<file path="src/rtl/i2s_sample_rx.sv">
// i2s_sample_rx: captures an I2S stream into left/right sample pairs and
// queues them in a small first-word-fall-through FIFO with a valid/ready handshake.
//
// state | meaning
// ------+-------------------------------------------------------------
// IDLE  | not aligned to a frame; waiting for lrclk 1->0 with en=1
// LEFT  | collecting the left slot; closes on lrclk 0->1
// RIGHT | collecting the right slot; closes on lrclk 1->0 and pushes
module i2s_sample_rx #(
    parameter int SAMPLE_WIDTH = 16,
    parameter int SLOT_WIDTH   = 32,
    parameter int FIFO_DEPTH   = 4
) (
    input  logic                        clk,
    input  logic                        rst,
    input  logic                        en,
    input  logic                        i2s_bclk,
    input  logic                        i2s_lrclk,
    input  logic                        i2s_sdata,
    output logic [SAMPLE_WIDTH-1:0]     sample_left,
    output logic [SAMPLE_WIDTH-1:0]     sample_right,
    output logic                        sample_valid,
    input  logic                        sample_ready,
    output logic [$clog2(FIFO_DEPTH):0] fifo_level,
    output logic                        overflow,
    output logic                        frame_err
);

    localparam int PW      = $clog2(FIFO_DEPTH);
    localparam int LEVEL_W = PW + 1;
    localparam int CW      = $clog2(SLOT_WIDTH);
    localparam int PAIR_W  = 2 * SAMPLE_WIDTH;
    localparam logic [SAMPLE_WIDTH-1:0] MSB_ONE = {1'b1, {(SAMPLE_WIDTH-1){1'b0}}};

    typedef enum logic [1:0] {IDLE, LEFT, RIGHT} state_t;

    // ---------------- input synchronisers ----------------
    logic [1:0] bclk_sync, lrclk_sync, sdata_sync;
    logic       bclk_prev;
    logic       bre, lr, sd;

    // Equal-depth 2-FF synchronisers keep bclk, lrclk and sdata aligned to each other.
    always_ff @(posedge clk) begin
        if (rst) begin
            bclk_sync  <= '0;
            lrclk_sync <= '0;
            sdata_sync <= '0;
            bclk_prev  <= 1'b0;
        end else begin
            bclk_sync  <= {bclk_sync[0], i2s_bclk};
            lrclk_sync <= {lrclk_sync[0], i2s_lrclk};
            sdata_sync <= {sdata_sync[0], i2s_sdata};
            bclk_prev  <= bclk_sync[1];
        end
    end

    assign bre = bclk_sync[1] & ~bclk_prev;
    assign lr  = lrclk_sync[1];
    assign sd  = sdata_sync[1];

    // ---------------- slot deserialiser FSM ----------------
    state_t                  state, state_next;
    logic [CW-1:0]           cnt, cnt_next;
    logic [SAMPLE_WIDTH-1:0] shift_word, shift_next;
    logic [SAMPLE_WIDTH-1:0] left_word, left_next;
    logic [SAMPLE_WIDTH-1:0] slot_word;
    logic [SAMPLE_WIDTH-1:0] bit_sel;
    logic                    lr_prev, lr_prev_next;
    logic                    push, err;

    // Bit n lands at position SAMPLE_WIDTH-1-n; the shift yields zero for n beyond the kept width.
    assign bit_sel   = MSB_ONE >> cnt;
    assign slot_word = sd ? (shift_word | bit_sel) : shift_word;

    // State and slot registers.
    always_ff @(posedge clk) begin
        if (rst) begin
            state      <= IDLE;
            cnt        <= '0;
            shift_word <= '0;
            left_word  <= '0;
            lr_prev    <= 1'b0;
            frame_err  <= 1'b0;
        end else begin
            state      <= state_next;
            cnt        <= cnt_next;
            shift_word <= shift_next;
            left_word  <= left_next;
            lr_prev    <= lr_prev_next;
            frame_err  <= err;
        end
    end

    // Next-state logic; all slot work is gated by a bclk rising edge.
    always_comb begin
        state_next   = state;
        cnt_next     = cnt;
        shift_next   = shift_word;
        left_next    = left_word;
        lr_prev_next = lr_prev;
        push         = 1'b0;
        err          = 1'b0;

        if (bre) begin
            lr_prev_next = lr;
        end

        if (!en) begin
            state_next = IDLE;
        end else if (bre) begin
            case (state)
                IDLE: begin
                    if (lr_prev && !lr) begin
                        state_next = LEFT;
                        cnt_next   = '0;
                        shift_next = '0;
                    end
                end
                LEFT, RIGHT: begin
                    if (lr != lr_prev) begin
                        // this bit is the last one of the closing slot
                        cnt_next   = '0;
                        shift_next = '0;
                        if (state == LEFT) begin
                            left_next  = slot_word;
                            state_next = RIGHT;
                        end else begin
                            push       = 1'b1;
                            state_next = LEFT;
                        end
                    end else if (cnt == CW'(SLOT_WIDTH - 1)) begin
                        err        = 1'b1;
                        state_next = IDLE;
                    end else begin
                        cnt_next   = cnt + 1'b1;
                        shift_next = slot_word;
                    end
                end
                default: state_next = IDLE;
            endcase
        end
    end

    // ---------------- sample-pair FIFO ----------------
    logic [PAIR_W-1:0]  mem [FIFO_DEPTH];
    logic [PW-1:0]      wr_ptr, rd_ptr;
    logic [LEVEL_W-1:0] count;
    logic [PAIR_W-1:0]  head, hold;
    logic               full, do_pop, do_push;

    assign sample_valid = (count != '0);
    assign full         = (count == LEVEL_W'(FIFO_DEPTH));
    assign do_pop       = sample_valid & sample_ready;
    // When full, a push is only taken if the head leaves in the same cycle.
    assign do_push      = push & (~full | do_pop);
    assign head         = mem[rd_ptr];

    // Storage array; read is combinational so the popped word is the pre-edge head.
    always_ff @(posedge clk) begin
        if (do_push) begin
            mem[wr_ptr] <= {left_word, slot_word};
        end
    end

    // Pointers, level, sticky overflow and the last-popped hold register.
    always_ff @(posedge clk) begin
        if (rst) begin
            wr_ptr   <= '0;
            rd_ptr   <= '0;
            count    <= '0;
            overflow <= 1'b0;
            hold     <= '0;
        end else begin
            if (do_push) begin
                wr_ptr <= wr_ptr + 1'b1;
            end
            if (do_pop) begin
                rd_ptr <= rd_ptr + 1'b1;
                hold   <= head;
            end
            if (push && !do_push) begin
                overflow <= 1'b1;
            end
            case ({do_push, do_pop})
                2'b10:   count <= count + 1'b1;
                2'b01:   count <= count - 1'b1;
                default: count <= count;
            endcase
        end
    end

    // Outputs show the head while valid, otherwise the last word handed out.
    assign sample_left  = sample_valid ? head[PAIR_W-1:SAMPLE_WIDTH] : hold[PAIR_W-1:SAMPLE_WIDTH];
    assign sample_right = sample_valid ? head[SAMPLE_WIDTH-1:0]      : hold[SAMPLE_WIDTH-1:0];
    assign fifo_level   = count;

endmodule

</file>
<file path="config.mk">
export PLATFORM = sky130hd
export DESIGN_NAME = i2s_sample_rx
export DESIGN_NICKNAME = d
export VERILOG_FILES = /design/src/rtl/i2s_sample_rx.sv
export SDC_FILE = /design/constraint.sdc
export NUM_CORES = 1
export LEC_CHECK = 0
export ABC_AREA = 1
export BUFFER_PORTS_ARGS = -buffer_cell sky130_fd_sc_hd__buf_2
export CAP_MARGIN = 20
export CORE_ASPECT_RATIO = 0.5
export CORE_MARGIN = 4
export CORE_UTILIZATION = 38
export CTS_CLUSTER_SIZE = 24
export DETAILED_ROUTE_END_ITERATION = 16
export GPL_TIMING_DRIVEN = 0
export SYNTH_ARGS = -nofsm -noshare
export SYNTH_HDL_FRONTEND = slang
export SYNTH_SLANG_ARGS = --single-unit
export TNS_END_PERCENT = 5
</file>
<file path="constraint.sdc">
create_clock -name clk -period 9.15 [get_ports clk]
set_input_delay 1.83 -clock clk [delete_from_list [all_inputs] [get_ports clk]]
set_output_delay 1.83 -clock clk [all_outputs]
set_load 0.02 [all_outputs]
</file>
==> flow_metrics.py <==
metrics = {
    "run_status": {
        "status": "finished, final reports clean",
    },
    "setup_path": {
        "crit_arrival_ns": 2.48,
        "crit_fanout": 10,
        "endpoint_kind": "primary output",
        "worstPathRequired_ns": 7.32,
        "path_class": "reg -> out",
        "cp-start-kind": "flop",
    },
    "grt": {
        "track_usage_pct": 16.2,
        "met1_usage_pct": 22.6,
        "overflow": 0,
        "grt_max_degree": 26,
        "use_met3_pct": 3.64,
        "grt_pass1_wl_um": 32900,
        "grt_util_met2_pct": 26.3,
        "antenna_found_initial": 1,
        "grt_pass1_vias": 5836,
        "grt.busiest_layer": "met2",
    },
    "synthesis": {
        "synth_largest_area_cell": "edfxtp_1",
        "synth_adder_area_share_pct": 2.36,
        "ys_seq_elements": 218,
        "synth_xor_area_share_pct": 0.0994,
        "syn_area_per_cell_um2": 10.5,
        "yosys-top-cells-area": "edfxtp_1 44%, dfxtp_1 20%, nor2_1 6.0%, o21ai_0 5.9%, a21oi_1 4.9%",
        "ys_types": 36,
        "yosys_most_used_dff": "edfxtp_1",
        "async_reset_ff_share_pct": 0,
        "synth_edf_count": 128,
        "netlist_area_mm2": 0.00881,
        "synth_seq_area_share_pct": 64.1,
        "syn_inst": 840,
        "synth_mux_area_share_pct": 0,
        "synth_top_area_share_pct": 43.6,
        "synth_nets": 863,
        "synth-compound-area-share_pct": 17.0,
        "synth-simple-area-share_pct": 10.2,
        "synth_top_family_by_area": "compound AO/OA/AOI/OAI gates",
        "yosysWarnings": 0,
    },
    "drt": {
        "ant_nets": 0,
        "drc_errors": 0,
        "drt-vias-per-instance": 5.03,
        "vias": 6195,
        "firstDrtPassIters": 5,
        "wl_per_cell_um": 17.1,
        "first_iter_violations": 492,
        "drt_wl_total_um": 21100,
    },
    "sta": {
        "fin_tns_setup_ns": 0,
        "relSlewSlack_pct": 51.9,
        "report.final.slew_viol_count": 0,
        "fin_ws_ns": 4.84,
        "setup_violations": 0,
        "max_freq_mhz": 232,
        "hold_slack_ns": 0.401,
        "finClkSkew_ns": 0.0114,
        "worst_pin_slew_ns": 0.721,
        "finalCriticalPeriod_ns": 4.31,
        "rsz0062_at_grt": "no",
        "fin_crit_sh_pct": 47.1,
        "hold_viol": 0,
    },
    "final_layout": {
        "drive_gt1_share_pct": 13.8,
        "nets": 933,
        "fin_cells": 1232,
        "layout_common_cells": "136 x nor2_1, 128 x edfxtp_1, 104 x o21ai_0",
        "area_delta_synth_final_pct": 16.8,
        "utilization_pct": 45.1,
        "fillers": 2068,
        "layout_commonest_cell": "nor2_1",
        "antennaDiodeCount": 0,
    },
    "placed_design": {
        "placedCellCount": 1194,
        "place_congestion": 0.796,
        "port-buffer-count": 43,
        "place_hpwl_um": 14700,
        "dp_slack_ns": 5.35,
    },
    "die": {
        "pin_count": 45,
        "placeableCoreArea_mm2": 0.0228,
        "start_util_pct": 38.7,
        "dieArea_mm2": 0.0258,
        "die_h_um": 116,
        "die_w_um": 223,
        "fp-row-count": 39,
    },
    "clock_tree": {
        "tritoncts": "yes",
        "post_cts_buffers": 0,
        "clk_pin_slew_worst_paths_ns": 0.06,
        "cts_resized": 0,
        "h-tree-depth": 1,
        "clk_latency_ns": 0.50,
        "cts-root-buf": "clkbuf_16",
        "hold_buffers": 0,
        "cts.sinks": 218,
        "clk_path_buf_depth": 3,
        "cts_buffers": 21,
    },
    "power_and_ir_drop": {
        "powerDensity_mw_per_mm2": 296,
        "clkPwrFrac_pct": 30.8,
        "p_leak_uw": 0.00374,
        "p_switching_uw": 1090,
        "swShare_pct": 35.7,
        "p_seq_share_pct": 37.1,
        "combPwrFrac_pct": 32.1,
        "vdd_drop_max_mv": 0.135,
        "intPower_uw": 1960,
    },
    "hold_path": {
        "hold_class": "reg -> reg",
    },
    "run": {
        "maxCapViolCount": 0,
    },
}
## per-layer routing
layer | wire length (µm) | part of all wire, %
met1 | 9580 | 45
met2 | 9610 | 46
met3 | 1530 | 7.3
met4 | 336 | 1.6
met5 | 0 | 0
## Yosys cell counts, types with 2 or more instances
master,number
o21bai_1,6
buf_4,2
nor2_4,2
o22a_1,32
nor2_2,2
ha_1,15
dfxtp_1,90
nor2_1,140
inv_2,4
inv_1,70
buf_2,15
nor3_1,3
nand2_2,3
a31oi_1,11
o21ai_1,27
clkbuf_1,20
edfxtp_1,128
a21oi_1,86
o21ai_0,104
nand3_1,5
nand2_1,50
buf_6,9
nand4_1,3
## flip-flops by register name, summed over array words and instances, names as in the netlist, 2 cells and up, named ones only
signal and count:
mem 128, hold 32, left_word 16, shift_word 16, cnt 5, fifo_level 3, bclk_sync 2, lrclk_sync 2
rd_ptr 2, sdata_sync 2, state 2, wr_ptr 2
## through the flow
stage               power [µW]  cell area (µm²)
detailed placement        2140             9540
global placement          2130             9410
CTS                       3070            10300
global route              3210            10300
finish                    3040            10300
floorplan                 1790             8810
## power by group through the flow
stage          sequential (µW)  clock, µW  combinational, µW
2_1_floorplan             1150          0                644
3_3_place_gp              1150          0                980
3_5_place_dp              1150          0                989
4_1_cts                   1130        949                993
5_1_grt                   1140        995               1080
6_report                  1130        937                977
## worst max-delay path: stages (launching register included)
cell and delay [ns]:
dfxtp_1 0.45, nor2_2 0.09, nand2_2 0.12, buf_4 0.21, clkbuf_1 0.57, nor2_1 0.09
a21oi_1 0.23, buf_2 0.21
## cell type report
type / count / area [µm²] / area share, %
buffer: 48 / 275 / 2.68
timing repair buffer: 47 / 318 / 3.09
inverter: 75 / 283 / 2.75
sequential: 218 / 5650 / 54.9
clock buffer: 26 / 554 / 5.39
clock inverter: 12 / 190 / 1.85
tap: 307 / 384 / 3.73
multi-input combinational: 499 / 2640 / 25.6
## cell families (layout without fill, tap and decap cells)
logic type	count (synthesis)	count (layout)
AOI/OAI and AO/OA	268	268
xor gates and xnor gates	1	1
adders and majority gates	16	16
DFF	218	218
and+or+nand+nor	214	214
buffers and inverters	123	208
## worst paths after layout
kind                            cells after the start           from  slack (ns)              end
worst max-delay path                                7  fifo_level[0]        4.84  sample_left[14]
worst min-delay path                                2  sdata_sync[0]        0.40    sdata_sync[1]
worst min register to register                      2  sdata_sync[0]        0.40    sdata_sync[1]
worst max register to register                      7       state[0]        6.64        mem[2][7]
Note: power is estimated with default switching activity, not from simulation.
